--- src/rtl/ldtu_dec_pkg.sv ---
// Shared constants and types for the LiTe-DTU back-end decoder.
// Holds the word prefixes, the word-class and FSM state enums, and sample formatting.
package ldtu_dec_pkg;

  localparam logic [1:0]  BASE      = 2'b01;
  localparam logic [3:0]  PBASE     = 4'b1010;
  localparam logic [5:0]  SIG2      = 6'b001010;
  localparam logic [5:0]  SIG1      = 6'b001011;
  localparam logic [3:0]  HDR       = 4'b1101;
  localparam logic [31:0] IDLE_WORD = 32'hEAAA_AAAA;

  localparam int BASE_W = 6;
  localparam int SIG_W  = 13;
  localparam int SH_W   = 30;

  typedef enum logic [2:0] {
    C_BASE,
    C_PBASE,
    C_SIG2,
    C_SIG1,
    C_HDR,
    C_IDLE,
    C_BAD
  } word_class_t;

  typedef enum logic {
    WAIT,
    UNPACK
  } state_t;

  // Baseline samples are 6 bits and zero-extended; signal samples pass through.
  function automatic logic [12:0] fmt_sample(input logic [SH_W-1:0] sh, input logic is_sig);
    return is_sig ? sh[12:0] : {7'b0, sh[5:0]};
  endfunction

endpackage

--- src/rtl/ldtu_dec_classify.sv ---
// Combinational word classifier: maps a packed LiTe-DTU word to its class,
// the number of samples it carries and the width of each sample.
module ldtu_dec_classify
  import ldtu_dec_pkg::*;
(
  input  logic [31:0]  word,
  output word_class_t  cls,
  output logic [2:0]   n_samp,
  output logic [3:0]   samp_w
);

  always_comb begin
    cls    = C_BAD;
    n_samp = 3'd0;
    samp_w = 4'(BASE_W);
    // Idle is a full-word match and is checked first so its 1110 prefix never aliases.
    if (word == IDLE_WORD) begin
      cls = C_IDLE;
    end else if (word[31:30] == BASE) begin
      cls    = C_BASE;
      n_samp = 3'd5;
    end else if (word[31:28] == PBASE) begin
      if (word[27:24] != 4'd0 && word[27:24] <= 4'd4) begin
        cls    = C_PBASE;
        n_samp = word[26:24];
      end
    end else if (word[31:26] == SIG2) begin
      cls    = C_SIG2;
      n_samp = 3'd2;
      samp_w = 4'(SIG_W);
    end else if (word[31:26] == SIG1) begin
      cls    = C_SIG1;
      n_samp = 3'd1;
      samp_w = 4'(SIG_W);
    end else if (word[31:28] == HDR) begin
      cls = C_HDR;
    end
  end

endmodule

--- src/rtl/ldtu_decoder.sv ---
// LiTe-DTU stream decoder: unpacks 32-bit words into one 13-bit sample per clock,
// tracks orbit (BC0) markers, word-lock status and a saturating malformed-word count.
module ldtu_decoder
  import ldtu_dec_pkg::*;
#(
  parameter int LOCK_COUNT = 4,
  parameter int ERR_W      = 8
) (
  input  logic             CLK,
  input  logic             rst,
  input  logic [31:0]      in_word,
  input  logic             in_valid,
  output logic             in_ready,
  output logic [12:0]      sample_data,
  output logic             sample_valid,
  output logic             sample_baseline,
  output logic             orbit_marker,
  output logic             locked,
  output logic [ERR_W-1:0] err_count,
  output state_t           st
);

  localparam int GW = $clog2(LOCK_COUNT + 1);

  // Handshake: a word transfers on a rising CLK edge when in_valid and in_ready
  // are both high; in_ready does not depend on in_valid.

  word_class_t       cls;
  logic [2:0]        n_samp;
  logic [3:0]        samp_w;

  state_t            st_q, st_d;
  logic [SH_W-1:0]   sh_q;
  logic [2:0]        rem_q;
  logic              sig_q;
  logic              mark_q;
  logic              pend_q;
  logic [GW-1:0]     good_q;
  logic [ERR_W-1:0]  err_q;

  logic              accept;
  logic              load;

  ldtu_dec_classify u_classify (
    .word   (in_word),
    .cls    (cls),
    .n_samp (n_samp),
    .samp_w (samp_w)
  );

  // rem_q counts samples left in the current word, including the one on the outputs.
  assign in_ready = (st_q == WAIT) || (rem_q == 3'd1);
  assign accept   = in_valid && in_ready;
  assign load     = accept && (n_samp != 3'd0);

  always_ff @(posedge CLK) begin
    if (rst) st_q <= WAIT;
    else     st_q <= st_d;
  end

  always_comb begin
    st_d = st_q;
    case (st_q)
      WAIT:    if (load) st_d = UNPACK;
      UNPACK:  if (rem_q == 3'd1 && !load) st_d = WAIT;
      default: st_d = WAIT;
    endcase
  end

  always_ff @(posedge CLK) begin
    if (rst) begin
      sh_q   <= '0;
      rem_q  <= '0;
      sig_q  <= 1'b0;
      mark_q <= 1'b0;
      pend_q <= 1'b0;
      good_q <= '0;
      err_q  <= '0;
    end else begin
      if (load) begin
        sh_q   <= in_word[SH_W-1:0];
        rem_q  <= n_samp;
        sig_q  <= (samp_w == 4'(SIG_W));
        mark_q <= pend_q;
      end else if (st_q == UNPACK) begin
        sh_q   <= sig_q ? (sh_q >> SIG_W) : (sh_q >> BASE_W);
        rem_q  <= rem_q - 3'd1;
        mark_q <= 1'b0;
      end

      // A header arms the marker; the next sample-bearing word consumes it.
      if (accept && cls == C_HDR) pend_q <= 1'b1;
      else if (load)              pend_q <= 1'b0;

      if (accept) begin
        if (cls == C_BAD) begin
          good_q <= '0;
          if (err_q != '1) err_q <= err_q + ERR_W'(1);
        end else if (good_q != GW'(LOCK_COUNT)) begin
          good_q <= good_q + GW'(1);
        end
      end
    end
  end

  assign st              = st_q;
  assign sample_valid    = (st_q == UNPACK);
  assign sample_data     = sample_valid ? fmt_sample(sh_q, sig_q) : 13'd0;
  assign sample_baseline = sample_valid && !sig_q;
  assign orbit_marker    = sample_valid && mark_q;
  assign locked          = (good_q == GW'(LOCK_COUNT));
  assign err_count       = err_q;

endmodule

--- config.mk ---
export PLATFORM = sky130hd
export DESIGN_NAME = ldtu_decoder
export DESIGN_NICKNAME = d
export VERILOG_FILES = /design/src/rtl/ldtu_dec_pkg.sv /design/src/rtl/ldtu_dec_classify.sv /design/src/rtl/ldtu_decoder.sv
export SDC_FILE = /design/constraint.sdc
export NUM_CORES = 1
export LEC_CHECK = 0
export ABC_CLOCK_PERIOD_IN_PS = 6400
export BUFFER_PORTS_ARGS = -buffer_cell sky130_fd_sc_hd__buf_4
export CAP_MARGIN = 10
export CORE_ASPECT_RATIO = 2
export CORE_MARGIN = 1.5
export CORE_UTILIZATION = 26
export CTS_BUF_LIST = sky130_fd_sc_hd__clkbuf_4 sky130_fd_sc_hd__clkbuf_8 sky130_fd_sc_hd__clkbuf_16
export DETAILED_ROUTE_END_ITERATION = 8
export PLACE_DENSITY_LB_ADDON = 0.08
export SYNTH_ARGS = -nofsm -noshare
export SYNTH_HDL_FRONTEND = slang
export SYNTH_SLANG_ARGS = --single-unit
--- constraint.sdc ---
create_clock -name CLK -period 6.4 [get_ports CLK]
set_input_delay 1.92 -clock CLK [delete_from_list [all_inputs] [get_ports CLK]]
set_output_delay 1.92 -clock CLK [all_outputs]
set_load 0.01 [all_outputs]
==> flow_metrics.py <==
metrics = {
    "yosys": {
        "synthDistinctLibCells": 46,
        "async_reset_ff_share_pct": 0,
        "postSynthNetCount": 379,
        "synthesis.instances": 339,
        "synth_edf_count": 0,
        "post_synth_instance_area_um2": 2710,
        "synth.yosys.warnings": 0,
        "post_synth_main_area_contributors": "sky130_fd_sc_hd__dfxtp_1 36%, sky130_fd_sc_hd__a21oi_1 7.4%, sky130_fd_sc_hd__mux2i_1 6.7%",
        "synth_seq_area_share_pct": 35.5,
        "synth.largest_area_cell": "sky130_fd_sc_hd__dfxtp_1",
        "avgSynthCellArea_um2": 7.98,
        "synth_ff_type": "sky130_fd_sc_hd__dfxtp_1",
        "synth.top_cells.by_count": "48 x sky130_fd_sc_hd__dfxtp_1, 48 x sky130_fd_sc_hd__nand2_1, 40 x sky130_fd_sc_hd__a21oi_1",
        "yosys_register_bits": 48,
        "yosys.area.top_type_share_pct": 35.5,
    },
    "detailed_routing": {
        "via_count": 2618,
        "vias_per_cell": 5.02,
        "route.detailed.drc": 0,
        "initialDrtViolationCount": 148,
        "dr.pass1.iters": 4,
        "drt-total-wl_um": 8460,
        "final_antenna_net_count": 0,
        "drt-wirelength-per-cell_um": 16.2,
    },
    "layout": {
        "design.final.nets": 425,
        "layout-area-overhead-vs-synth_pct": 26.3,
        "regArea_um2": 962,
        "fillers": 1156,
        "drive_above_1_share_pct": 21.8,
        "n_antenna_cell": 0,
        "area_of_combinational_cells_with_multiple_inputs_um2": 1610,
    },
    "cts": {
        "clockBufferDepth": 2,
        "post-cts-setup-buffers": 0,
        "cts.reportedPaths.clkPinSlew_ps": 70,
        "insertion_delay_ps": 290,
        "ctsResizeCount": 0,
        "cts_made_buffers": 5,
        "cts_max_level": 2,
        "number_of_sinks_handled_by_clock_tree_synthesis": 48,
        "cts_tree": "built",
        "cts_root_buffer": "sky130_fd_sc_hd__clkbuf_16",
        "hold_buffers": 0,
    },
    "timing": {
        "timing.final.setup_violations": 0,
        "fin_crit_ps": 3700,
        "fmax_ghz": 0.270,
        "worst_clock_skew_ps": 7.75,
        "layout_setup_ws_ps": 2700,
        "fin_setup_tns_ps": 0,
        "finalCritPeriodShare_pct": 57.8,
        "final_hold_viol_count": 0,
        "timing.max_slew.rel_slack_pct": 51.6,
        "hold_ws_ps": 472,
        "tightestPinTransition_ps": 719,
        "grt_setup_unrepaired": "false",
        "drv_slew": 0,
    },
    "floorplan": {
        "total_number_of_placement_rows": 52,
        "design.core.area_um2": 10100,
        "fp.dieH_um": 147,
        "initial_core_utilization_pct": 26.7,
        "die_w_um": 75.1,
        "pin_count": 62,
        "dieArea_um2": 11100,
    },
    "critical_path": {
        "worst-endpoint-arrival_ps": 3890,
        "worst_setup_path_end_kind": "flop",
        "rr_startpoint": "rem_q[1]$_SDFFE_PP0P_",
        "reg2reg_setup_slack_ps": 4130,
        "critPathRequiredTime_ps": 6590,
        "timing.critical_path.fanout_max": 6,
        "critical_setup_path_kind": "input port to flop",
        "rr_worst_depth": 8,
        "rr_endpoint": "sh_q[20]$_SDFFE_PP0P_",
        "crit_path_start_kind": "input port",
    },
    "place": {
        "place.detailed.hpwl_um": 6100,
        "routabilityCongestion": 0.704,
        "placement.io_buffers": 61,
        "preCtsSetupSlack_ps": 2390,
    },
    "min_path": {
        "hold_path.startpoint": "pend_q$_SDFFE_PP0P_",
        "hold_path_depth": 2,
        "class_of_the_worst_hold_path": "flop to flop",
        "hold-path-endpoint": "pend_q$_SDFFE_PP0P_",
    },
    "power_and_ir_drop": {
        "cellLeakagePower_nw": 1.30,
        "ir_drop_mv": 0.119,
        "fin_total_pwr_mw": 0.763,
        "p_per_area_nw_per_um2": 223,
    },
    "global_routing": {
        "grt_pass1_wl_um": 13400,
        "grt_max_degree": 63,
        "antenna_violations_before_repair": 0,
        "gr-total-overflow": 0,
        "number_of_global_route_vias_before_repair": 2576,
        "global_route.usage.total_pct": 16.0,
    },
    "run": {
        "cap_violations": 0,
    },
    "status": {
        "outcome": "finished, final reports clean",
    },
}
[stage by stage]
step / instance area [um^2] / std cells / util [%]
after floorplan: 2710 / 339 / -
after global routing: 3420 / 521 / 33.7
final: 3420 / 521 / 33.7
after global placement: 3250 / 513 / 32.0
after detailed placement: 3250 / 513 / 32.0
after CTS: 3420 / 521 / 33.7
[cell type report]
| cell class | instances | area share, % |
|---|---|---|
| Sequential cell | 48 | 28.2 |
| Tap cell | 135 | 4.95 |
| Clock inverter | 2 | 1.03 |
| Inverter | 6 | 0.659 |
| Multi-Input combinational cell | 259 | 47.0 |
| Timing Repair Buffer | 65 | 14.3 |
| Clock buffer | 6 | 3.88 |
[layer usage]
layer / GRT usage, % / vias up / routed length, um
li1: - / 1310 / -
met1: 17.8 / 1244 / 3350
met2: 29.6 / 57 / 4670
met3: 2.26 / 7 / 322
met4: 5.18 / 0 / 119
met5: 0 / - / 0
[logic make-up (layout without fill, tap and decap cells)]
logic type	after synthesis	in the layout	share of synthesized area [%]
AOI/OAI and AO/OA	82	82	19.0
xor gates and xnor gates	4	4	1.30
adders and majority gates	5	5	2.31
buffers and inverters	32	79	5.09
DFF	48	48	35.5
muxes	19	19	7.08
and+or+nand+nor	149	149	29.7
[worst max-delay path, cell delays in order]
cell and delay (ps):
sky130_fd_sc_hd__buf_4 130, sky130_fd_sc_hd__nor3b_1 480, sky130_fd_sc_hd__nand4_1 350, sky130_fd_sc_hd__and3_1 320, sky130_fd_sc_hd__and3_2 250, sky130_fd_sc_hd__nand4_1 100
sky130_fd_sc_hd__mux2_2 330
[where the power goes]
part | internal, mW | switching (mW)
Combinational | 0.0550 | 0.0673
Clock | 0.188 | 0.119
Sequential | 0.318 | 0.0153
Total | 0.561 | 0.202
[worst max path at each step]
stage                      from                         to  cells after the start
floorplan           in_word[26]  err_count[5]$_SDFFE_PP0P_                      8
global placement    in_word[30]  err_count[5]$_SDFFE_PP0P_                      7
detailed placement  in_word[30]  err_count[5]$_SDFFE_PP0P_                      7
CTS                 in_word[30]  err_count[5]$_SDFFE_PP0P_                      7
global route        in_word[30]      sh_q[25]$_SDFFE_PP0P_                      8
finish              in_word[30]  err_count[5]$_SDFFE_PP0P_                      7
[layout by cell type (no fill, tap or decap), types with 6 or more instances in the layout]
cell type	netlist	layout
sky130_fd_sc_hd__nand3b_1	8	8
sky130_fd_sc_hd__and2_1	8	8
sky130_fd_sc_hd__buf_4	1	65
sky130_fd_sc_hd__nor2b_1	7	7
sky130_fd_sc_hd__o21ai_0	7	7
sky130_fd_sc_hd__mux2i_1	18	18
sky130_fd_sc_hd__nand3_1	7	7
sky130_fd_sc_hd__nand2_1	48	48
sky130_fd_sc_hd__and3_1	17	17
sky130_fd_sc_hd__o211ai_1	18	18
sky130_fd_sc_hd__inv_1	6	6
sky130_fd_sc_hd__nor2_1	27	27
sky130_fd_sc_hd__a311oi_1	8	8
sky130_fd_sc_hd__dfxtp_1	48	47
sky130_fd_sc_hd__a21oi_1	40	40
[registers in the layout, summed over array words and instances (netlist names)]
| name | cells |
|---|---|
| sig_q | 1 |
| mark_q | 1 |
| good_q | 3 |
| sh_q | 30 |
| rem_q | 3 |
| sample_valid | 1 |
| err_count | 8 |
| pend_q | 1 |
No activity file was read; power rests on OpenSTA's default activity.
